<file path="src/rtl/udma_mram_erase_seq.sv">
`default_nettype none
// ============================================================================
// Module   : udma_mram_erase_seq
// Brief    : Erase / reference-line-init command sequencer for the uDMA MRAM
//            peripheral. Turns one register-interface trigger into a series of
//            word/sector erase (or a single ref-line init) commands issued to
//            the MRAM macro over valid/ready + done, and reports pending flags
//            and per-event done pulses.
// Revision : 1.0 - initial release
// ============================================================================
module udma_mram_erase_seq #(
    parameter int GAP_CYCLES = 4,
    parameter int ADDR_WIDTH = 16,
    parameter int SIZE_WIDTH = 10
) (
    input  logic                  clk_i,
    input  logic                  rstn_i,
    input  logic                  trigger_i,
    output logic                  trigger_ack_o,
    input  logic [31:0]           mode_i,
    input  logic [ADDR_WIDTH-1:0] erase_addr_i,
    input  logic [SIZE_WIDTH-1:0] erase_size_i,
    output logic                  mram_cmd_valid_o,
    output logic [1:0]            mram_cmd_op_o,
    output logic [ADDR_WIDTH-1:0] mram_cmd_addr_o,
    input  logic                  mram_cmd_ready_i,
    input  logic                  mram_done_i,
    input  logic                  mram_err_i,
    output logic                  erase_pending_o,
    output logic                  ref_line_pending_o,
    output logic [3:0]            event_done_o
);

    // Gap counter holds GAP_CYCLES-1 at most; keep at least one bit.
    localparam int               GAP_W    = (GAP_CYCLES > 1) ? $clog2(GAP_CYCLES) : 1;
    localparam logic [GAP_W-1:0] GAP_LOAD = (GAP_CYCLES > 0) ? GAP_W'(GAP_CYCLES - 1) : '0;
    localparam int               CNT_W    = SIZE_WIDTH + 1;

    localparam logic [1:0] OP_NONE    = 2'b00;
    localparam logic [1:0] OP_WORD    = 2'b01;
    localparam logic [1:0] OP_SECTOR  = 2'b10;
    localparam logic [1:0] OP_REFLINE = 2'b11;

    typedef enum logic [2:0] {
        S_IDLE      = 3'd0,
        S_ISSUE     = 3'd1,
        S_WAIT_DONE = 3'd2,
        S_GAP       = 3'd3,
        S_FINISH    = 3'd4
    } state_t;

    state_t                 state_q;
    logic [1:0]             op_q;
    logic [ADDR_WIDTH-1:0]  base_q;
    logic [ADDR_WIDTH-1:0]  cmd_addr_q;
    logic [CNT_W-1:0]       cnt_q;
    logic [CNT_W-1:0]       idx_q;
    logic [GAP_W-1:0]       gap_q;
    logic                   valid_q;
    logic                   ack_q;
    logic                   erase_pend_q;
    logic                   ref_pend_q;
    logic [3:0]             event_q;

    logic [1:0]             trig_op_d;
    logic                   trig_ok_d;
    logic [CNT_W-1:0]       idx_inc_d;
    logic [ADDR_WIDTH-1:0]  addr_cur_d;
    logic [ADDR_WIDTH-1:0]  addr_inc_d;

    // Only the low three mode bits carry meaning.
    logic unused_mode_bits;
    assign unused_mode_bits = ^mode_i[31:3];

    // Decode the one-hot mode and decide whether the trigger can be accepted.
    always_comb begin
        trig_op_d = OP_NONE;
        case (mode_i[2:0])
            3'b001:  trig_op_d = OP_WORD;
            3'b010:  trig_op_d = OP_SECTOR;
            3'b100:  trig_op_d = OP_REFLINE;
            default: trig_op_d = OP_NONE;
        endcase
        // Ref-line init ignores the size; erases need at least one unit.
        trig_ok_d = (trig_op_d == OP_REFLINE) ||
                    ((trig_op_d != OP_NONE) && (erase_size_i != '0));
    end

    // Command address for the current index and for the one after it;
    // the sum wraps naturally at ADDR_WIDTH.
    always_comb begin
        idx_inc_d  = idx_q + CNT_W'(1);
        addr_cur_d = base_q + ADDR_WIDTH'(idx_q);
        addr_inc_d = base_q + ADDR_WIDTH'(idx_inc_d);
    end

    // Sequencer FSM with all outputs registered.
    always_ff @(posedge clk_i or negedge rstn_i) begin
        if (!rstn_i) begin
            state_q      <= S_IDLE;
            op_q         <= OP_NONE;
            base_q       <= '0;
            cmd_addr_q   <= '0;
            cnt_q        <= '0;
            idx_q        <= '0;
            gap_q        <= '0;
            valid_q      <= 1'b0;
            ack_q        <= 1'b0;
            erase_pend_q <= 1'b0;
            ref_pend_q   <= 1'b0;
            event_q      <= 4'b0000;
        end else begin
            ack_q   <= 1'b0;
            event_q <= 4'b0000;

            // A trigger while busy is refused without disturbing the sequence.
            if (trigger_i && (state_q != S_IDLE)) begin
                event_q[3] <= 1'b1;
            end

            case (state_q)
                S_IDLE: begin
                    if (trigger_i) begin
                        if (trig_ok_d) begin
                            ack_q        <= 1'b1;
                            op_q         <= trig_op_d;
                            base_q       <= erase_addr_i;
                            cnt_q        <= {1'b0, erase_size_i};
                            idx_q        <= '0;
                            valid_q      <= 1'b1;
                            cmd_addr_q   <= (trig_op_d == OP_REFLINE) ? '0 : erase_addr_i;
                            erase_pend_q <= (trig_op_d != OP_REFLINE);
                            ref_pend_q   <= (trig_op_d == OP_REFLINE);
                            state_q      <= S_ISSUE;
                        end else begin
                            event_q[3] <= 1'b1;
                        end
                    end
                end

                S_ISSUE: begin
                    if (mram_cmd_ready_i) begin
                        valid_q <= 1'b0;
                        state_q <= S_WAIT_DONE;
                    end
                end

                S_WAIT_DONE: begin
                    if (mram_done_i) begin
                        if (mram_err_i) begin
                            event_q[2] <= 1'b1;
                            state_q    <= S_FINISH;
                        end else begin
                            idx_q <= idx_inc_d;
                            if ((idx_inc_d == cnt_q) || (op_q == OP_REFLINE)) begin
                                event_q[1] <= (op_q == OP_REFLINE);
                                event_q[0] <= (op_q != OP_REFLINE);
                                state_q    <= S_FINISH;
                            end else if (GAP_CYCLES == 0) begin
                                valid_q    <= 1'b1;
                                cmd_addr_q <= addr_inc_d;
                                state_q    <= S_ISSUE;
                            end else begin
                                gap_q   <= GAP_LOAD;
                                state_q <= S_GAP;
                            end
                        end
                    end
                end

                S_GAP: begin
                    if (gap_q == '0) begin
                        valid_q    <= 1'b1;
                        cmd_addr_q <= addr_cur_d;
                        state_q    <= S_ISSUE;
                    end else begin
                        gap_q <= gap_q - GAP_W'(1);
                    end
                end

                S_FINISH: begin
                    erase_pend_q <= 1'b0;
                    ref_pend_q   <= 1'b0;
                    state_q      <= S_IDLE;
                end

                default: begin
                    state_q <= S_IDLE;
                end
            endcase
        end
    end

    assign trigger_ack_o      = ack_q;
    assign mram_cmd_valid_o   = valid_q;
    assign mram_cmd_op_o      = op_q;
    assign mram_cmd_addr_o    = cmd_addr_q;
    assign erase_pending_o    = erase_pend_q;
    assign ref_line_pending_o = ref_pend_q;
    assign event_done_o       = event_q;

endmodule
`default_nettype wire

</file>
<file path="config.mk">
export PLATFORM = sky130hd
export DESIGN_NAME = udma_mram_erase_seq
export DESIGN_NICKNAME = d
export VERILOG_FILES = /design/src/rtl/udma_mram_erase_seq.sv
export SDC_FILE = /design/constraint.sdc
export NUM_CORES = 1
export LEC_CHECK = 0
export BUFFER_PORTS_ARGS = -buffer_cell sky130_fd_sc_hd__buf_4
export CAP_MARGIN = 10
export CORE_MARGIN = 2
export CORE_UTILIZATION = 23
export DETAILED_ROUTE_END_ITERATION = 7
export GPL_TIMING_DRIVEN = 1
export PLACE_DENSITY = 0.4
export SLEW_MARGIN = 10
export SYNTH_ARGS = -nofsm -noshare
export SYNTH_HDL_FRONTEND = slang
export SYNTH_SLANG_ARGS = --single-unit
</file>
<file path="constraint.sdc">
create_clock -name clk_i -period 4.2 [get_ports clk_i]
set_input_delay 0.42 -clock clk_i [delete_from_list [all_inputs] [get_ports clk_i]]
set_output_delay 0.42 -clock clk_i [all_outputs]
set_load 0.02 [all_outputs]
</file>
Word level (Yosys, flattened, before mapping)
Index checks and enable logic that the tools add are counted.
{ "totals": {"out_inout_bits": 26, "ram_bits": 0, "input_bits": 64, "memories": 0, "reg_bits": 68, "latchBits": 0, "rom_bits": 0, "elab_cells": 103} }
{ "classes": {"n_eq_ne": 20, "n_div": 0, "mul": 0, "n_addsub": 3, "bitwise_logic": 0, "shifts": 0, "muxes": 47, "n_lt_le_gt_ge": 0, "reduce_logical": 21} }
{ "ops": {"columns": ["cell", "n"], "rows": [
  ["2-to-1 mux 16 bit", 4],
  ["2-to-1 mux 11 bit", 4],
  ["case mux 16 bit (2 select lines)", 1],
  ["2-to-1 mux 3 bit", 9],
  ["case mux 11 bit (2 select lines)", 1],
  ["!= test 2 bit (second input constant)", 10],
  ["AND reduction 5 bit", 4],
  ["adder 16 x 11 -> 16 bit", 1],
  ["2-to-1 mux 1 bit", 16],
  ["2-to-1 mux 2 bit", 6],
  ["case mux 3 bit (4 select lines)", 1],
  ["adder 11 x 1 -> 11 bit (second input constant)", 1],
  ["equality test 11 x 10 -> 1 bit", 1],
  ["nonzero test 10 bit", 1],
  ["nonzero test 2 bit", 5],
  ["equality test 3 x 2 -> 1 bit (second input constant)", 3],
  ["equality test 3 x 1 -> 1 bit (second input constant)", 2],
  ["equality test 3 bit (second input constant)", 2],
  ["case mux 2 bit (3 select lines)", 1],
  ["AND reduction 3 bit", 2],
  ["nonzero test 3 bit", 2],
  ["equality test 2 bit (second input constant)", 2],
  ["case mux 1 bit (2 select lines)", 2],
  ["case mux 2 bit (2 select lines)", 1],
  ["7 further kinds", 9]
]} }

Longest topological paths before layout
{ "logic_depth": {"ltp_word": 8, "ltp_mapped": 10} }

Least setup slack after synthesis
No wires, ideal clock.
{ "synth_path": {"path_kind": "flip-flop to flip-flop", "from": "register idx_q[6]", "to": "register cmd_addr_q[15] (netlist: mram_cmd_addr_o[15])", "arrival_time_ns": 2.161, "stages_incl_launch_ff": 10, "n_path_buf": 1, "period_less_slack_ns": 2.287, "setup_time_ns": 0.126, "path_slack_ns": 1.913, "path_cell_list": "dfrtp_1 ha_1 clkbuf_1 and4_1 a211oi_1 o21ai_0 a21oi_1 nor3_1 xor2_1 a221o_1"} }
{ "synth_between": {"elab_chain_len": 3} }
{ "synth_rtl": {"columns": ["element", "line", "source"], "rows": [
  ["start: declaration", "57", "logic [CNT_W-1:0] idx_q;"],
  ["start signal: assignment", "154", "idx_q <= idx_inc_d;"],
  ["adder 16 x 11 -> 16 bit", "93", "addr_cur_d = base_q + ADDR_WIDTH'(idx_q);"],
  ["2-to-1 mux 16 bit", "172", "if (gap_q == '0) begin"],
  ["case mux 16 bit (2 select lines)", "121", "case (state_q)"],
  ["end signal: assignment", "131", "cmd_addr_q <= (trig_op_d == OP_REFLINE) ? '0 : erase_addr_i;"],
  ["end signal: assignment", "161", "cmd_addr_q <= addr_inc_d;"],
  ["end signal: assignment", "174", "cmd_addr_q <= addr_cur_d;"],
  ["end: declaration", "55", "logic [ADDR_WIDTH-1:0] cmd_addr_q;"]
]} }
Every way passes these cells. The select of a mux whose other input is x is not followed.
A chain may end at the register's enable or synchronous reset.

Worst setup path after layout
{ "layout_path": {"from": "register idx_q[4]", "to": "register cmd_addr_q[15] (netlist: mram_cmd_addr_o[15])"} }
The elaborated chain is that of the path after synthesis.

==> parameters.txt <==
Parameter                              Value

Clock tree
  Clock tree buffer depth    2
  Latest clock arrival within the worst-skew pair    340 ps
  Clk sinks    68
  Post CTS Setup Buffer Count    0
  Total CTS buffers    9
  Root cell of the clock tree    sky130_fd_sc_hd__clkbuf_16
  CTS Hold Buffers Added    0
  Quantity of gates resized following cts    0
  Clock tree from TritonCTS    yes
  Clock-pin slew reported for the worst setup and hold paths after clock tree synthesis    50 ps
  H-Tree Depth    3

Timing
  Slew at the pin closest to its max-slew limit    897 ps
  Accumulated negative setup slack    0 ps
  Smallest hold slack    197 ps
  Endpoints failing setup    0
  Fraction of the cycle the final worst path needs    64.8%
  Number of slew-limit violations in the final report    0
  Layout Skew    6.49 ps
  Max Clk Rate    367 MHz
  Post-layout minimum cycle time    2720 ps
  Max-slew headroom    40.2%
  Number of hold violations in the final report    0
  Unrepaired setup endpoints after global routing    no

Routing
  Vias after detailed routing    3073
  Iteration-0 DRC count of the detailed router    199
  Via count normalized by instance count    4.63
  DR DRC count    0
  1st-pass router iterations    7
  Wire length per cell    15.7 µm
  Antenna Nets Post-Route    0
  Total Routed Length    10400 µm

Pwr
  Switching power share of the total    36.6%
  Sequential cell fraction of total power    36.8%
  Overall power consumption    3.06 mW
  Total leakage power    2.13 nW
  Combinational Power Share    39.2%
  Power density over the cells    634 nW/µm²
  Sw power    1.12 mW
  Internal Power    1.94 mW
  Clk network pwr share    24.0%
  Max rail drop VDD    0.000209 V

Min path
  Hold WC Path Type    input port to async pin

Synthesis
  Cells taking the most area after synthesis    sky130_fd_sc_hd__dfrtp_1 (44%), sky130_fd_sc_hd__mux2_2 (8.1%), sky130_fd_sc_hd__nor2_1 (4.8%)
  FF+latch count, synth    68
  Synth Net Count    465
  Post-synthesis instance area    3890 µm²
  Synth top area share    43.7%
  YS warnings    0
  Post-synth top flop    sky130_fd_sc_hd__dfrtp_1
  Async SR Flop Fraction    100%
  Synthesized instance count    387
  Post-synth EDFFs    0
  Average size of a mapped cell    10.1 µm²
  Sequential area share after synthesis    43.7%
  Distinct cell type count after synthesis    59
  Leading area contributor after synthesis    sky130_fd_sc_hd__dfrtp_1

Placed design
  Port Buffer Count    60
  Post-detailed-placement half-perimeter wirelength    7550 µm
  Placer congestion estimate    0.782

Finish
  Area growth from synthesis to final layout    24.2%
  Number of nets in the finished design    517
  ANT cells    0
  Layout cell share with drive strength beyond 1    26.2%

Worst setup path
  Required time reported for the critical path endpoint    4420 ps
  Crit path capture type    flop
  Critical path startpoint category    flop
  Startpoint-to-endpoint class of the critical path    flop to flop
  Reg-to-reg setup timing slack    1480 ps
  WP data arrival    2940 ps
  Maximum fanout encountered on the critical timing path    8

Floorplanning
  Die outline width    134 µm
  Number of cell rows    47
  Die Span Y    134 µm
  Top Ports    90
  Initial Utilization    23.5%
  Die outline area    18000 µm²
  Area of the core    16600 µm²

Flow run
  Max-cap viol count    0

Global route
  Maximum number of pins on one net before global-route repair    69
  Via count of the first global-routing pass    3052
  Tot GR Track Use    12.3%
  Final global-route overflow total    0
  First-pass GRT wire length    16900 µm
  Initial antenna violation count    0

Run status
  Result of the run    complete, no violations
==> registers in the layout, indices dropped and copies added (netlist names) <==
register,flops
base_q,16
mram_cmd_addr_o,16
idx_q,11
cnt_q,10
event_done_o,4
state_q,3
gap_q,2
mram_cmd_op_o,2
erase_pending_o,1
mram_cmd_valid_o,1
ref_line_pending_o,1
trigger_ack_o,1
==> worst max-delay path, stage by stage (launching register included) <==
cell                       delay, ps
sky130_fd_sc_hd__dfrtp_1         570
sky130_fd_sc_hd__ha_1            360
sky130_fd_sc_hd__and4_1          220
sky130_fd_sc_hd__a211oi_1        190
sky130_fd_sc_hd__o21ai_0         230
sky130_fd_sc_hd__a21oi_1         440
sky130_fd_sc_hd__nor3_1          130
sky130_fd_sc_hd__xor2_1          170
sky130_fd_sc_hd__a221o_1         300
==> path summary, 6_finish.rpt <==
path,from,endpoint,depth (start not counted)
worst max register to register,idx_q[4],mram_cmd_addr_o[15],8
worst max-delay path,idx_q[4],mram_cmd_addr_o[15],8
worst min register to register,mram_cmd_valid_o,mram_cmd_valid_o,1
max in group asynchronous,rstn_i,cnt_q[0],1
min in group clk_i,mram_done_i,state_q[1],2
worst min-delay path,rstn_i,mram_cmd_addr_o[6],1
==> through the flow <==
stage          utilization, %  std cells  cell area, µm²  worst slack, ps
2_1_floorplan               -        387            3890             1910
3_3_place_gp             27.4        648            4550             1030
3_5_place_dp             27.4        648            4550             1030
4_1_cts                  29.2        663            4840             1380
5_1_grt                  29.2        663            4840             1160
6_report                 29.2        663            4840             1480
==> metal layers <==
metal	vias to the layer above	GRT usage [%]	part of all wire, %
met1	1490	16.4	48
met2	54	19.3	46
met5	-	0	0
li1	1522	-	-
met4	0	3.68	1.1
met3	7	3.70	4.3
==> cell usage in the layout, fill, tap and decap left out, types with 7 or more instances in the layout <==
master,n
sky130_fd_sc_hd__dfrtp_1,68
sky130_fd_sc_hd__buf_4,63
sky130_fd_sc_hd__nor2_1,50
sky130_fd_sc_hd__mux2_2,28
sky130_fd_sc_hd__nand2_1,24
sky130_fd_sc_hd__xnor2_1,21
sky130_fd_sc_hd__o21ai_0,20
sky130_fd_sc_hd__a21oi_1,17
sky130_fd_sc_hd__ha_1,13
sky130_fd_sc_hd__inv_1,11
sky130_fd_sc_hd__a221oi_1,11
sky130_fd_sc_hd__clkbuf_16,9
sky130_fd_sc_hd__nand4_1,7
sky130_fd_sc_hd__xor2_1,7
sky130_fd_sc_hd__o31ai_1,7
==> synth_stat cells, types with 7 or more instances <==
cell,number
sky130_fd_sc_hd__a21oi_1,17
sky130_fd_sc_hd__a221oi_1,11
sky130_fd_sc_hd__buf_2,10
sky130_fd_sc_hd__clkbuf_1,10
sky130_fd_sc_hd__dfrtp_1,68
sky130_fd_sc_hd__ha_1,13
sky130_fd_sc_hd__inv_1,11
sky130_fd_sc_hd__mux2_2,28
sky130_fd_sc_hd__nand2_1,24
sky130_fd_sc_hd__nand4_1,7
sky130_fd_sc_hd__nor2_1,50
sky130_fd_sc_hd__o21ai_0,20
sky130_fd_sc_hd__o31ai_1,7
sky130_fd_sc_hd__xnor2_1,21
sky130_fd_sc_hd__xor2_1,7
==> power by group through the flow <==
stage / Clock (mW) / Combinational (mW) / Sequential, mW
3_3_place_gp: 0 / 1.20 / 1.14
3_5_place_dp: 0 / 1.22 / 1.15
4_1_cts: 0.760 / 1.22 / 1.14
6_report: 0.734 / 1.20 / 1.13
2_1_floorplan: 0 / 0.739 / 1.20
5_1_grt: 0.795 / 1.34 / 1.17
==> cells by family after synthesis <==
group	count (synthesis)	share of synthesized area, %
and+or+nand+nor	121	16.2
AOI/OAI and AO/OA	92	16.5
xor gates and xnor gates	28	6.30
adders and majority gates	14	4.69
muxes	31	8.87
buffers and inverters	33	3.70
DFF	68	43.7
==> cell type report <==
type,instances,area [µm²]
Clock buffer,14,284
Sequential cell,68,1700
Inverter,11,41.3
Tap cell,220,275
Multi-Input combinational cell,286,2060
Fill cell,1758,11700
Clock inverter,1,5.00
Timing Repair Buffer,63,473
Power figures use the tool's default switching activity.
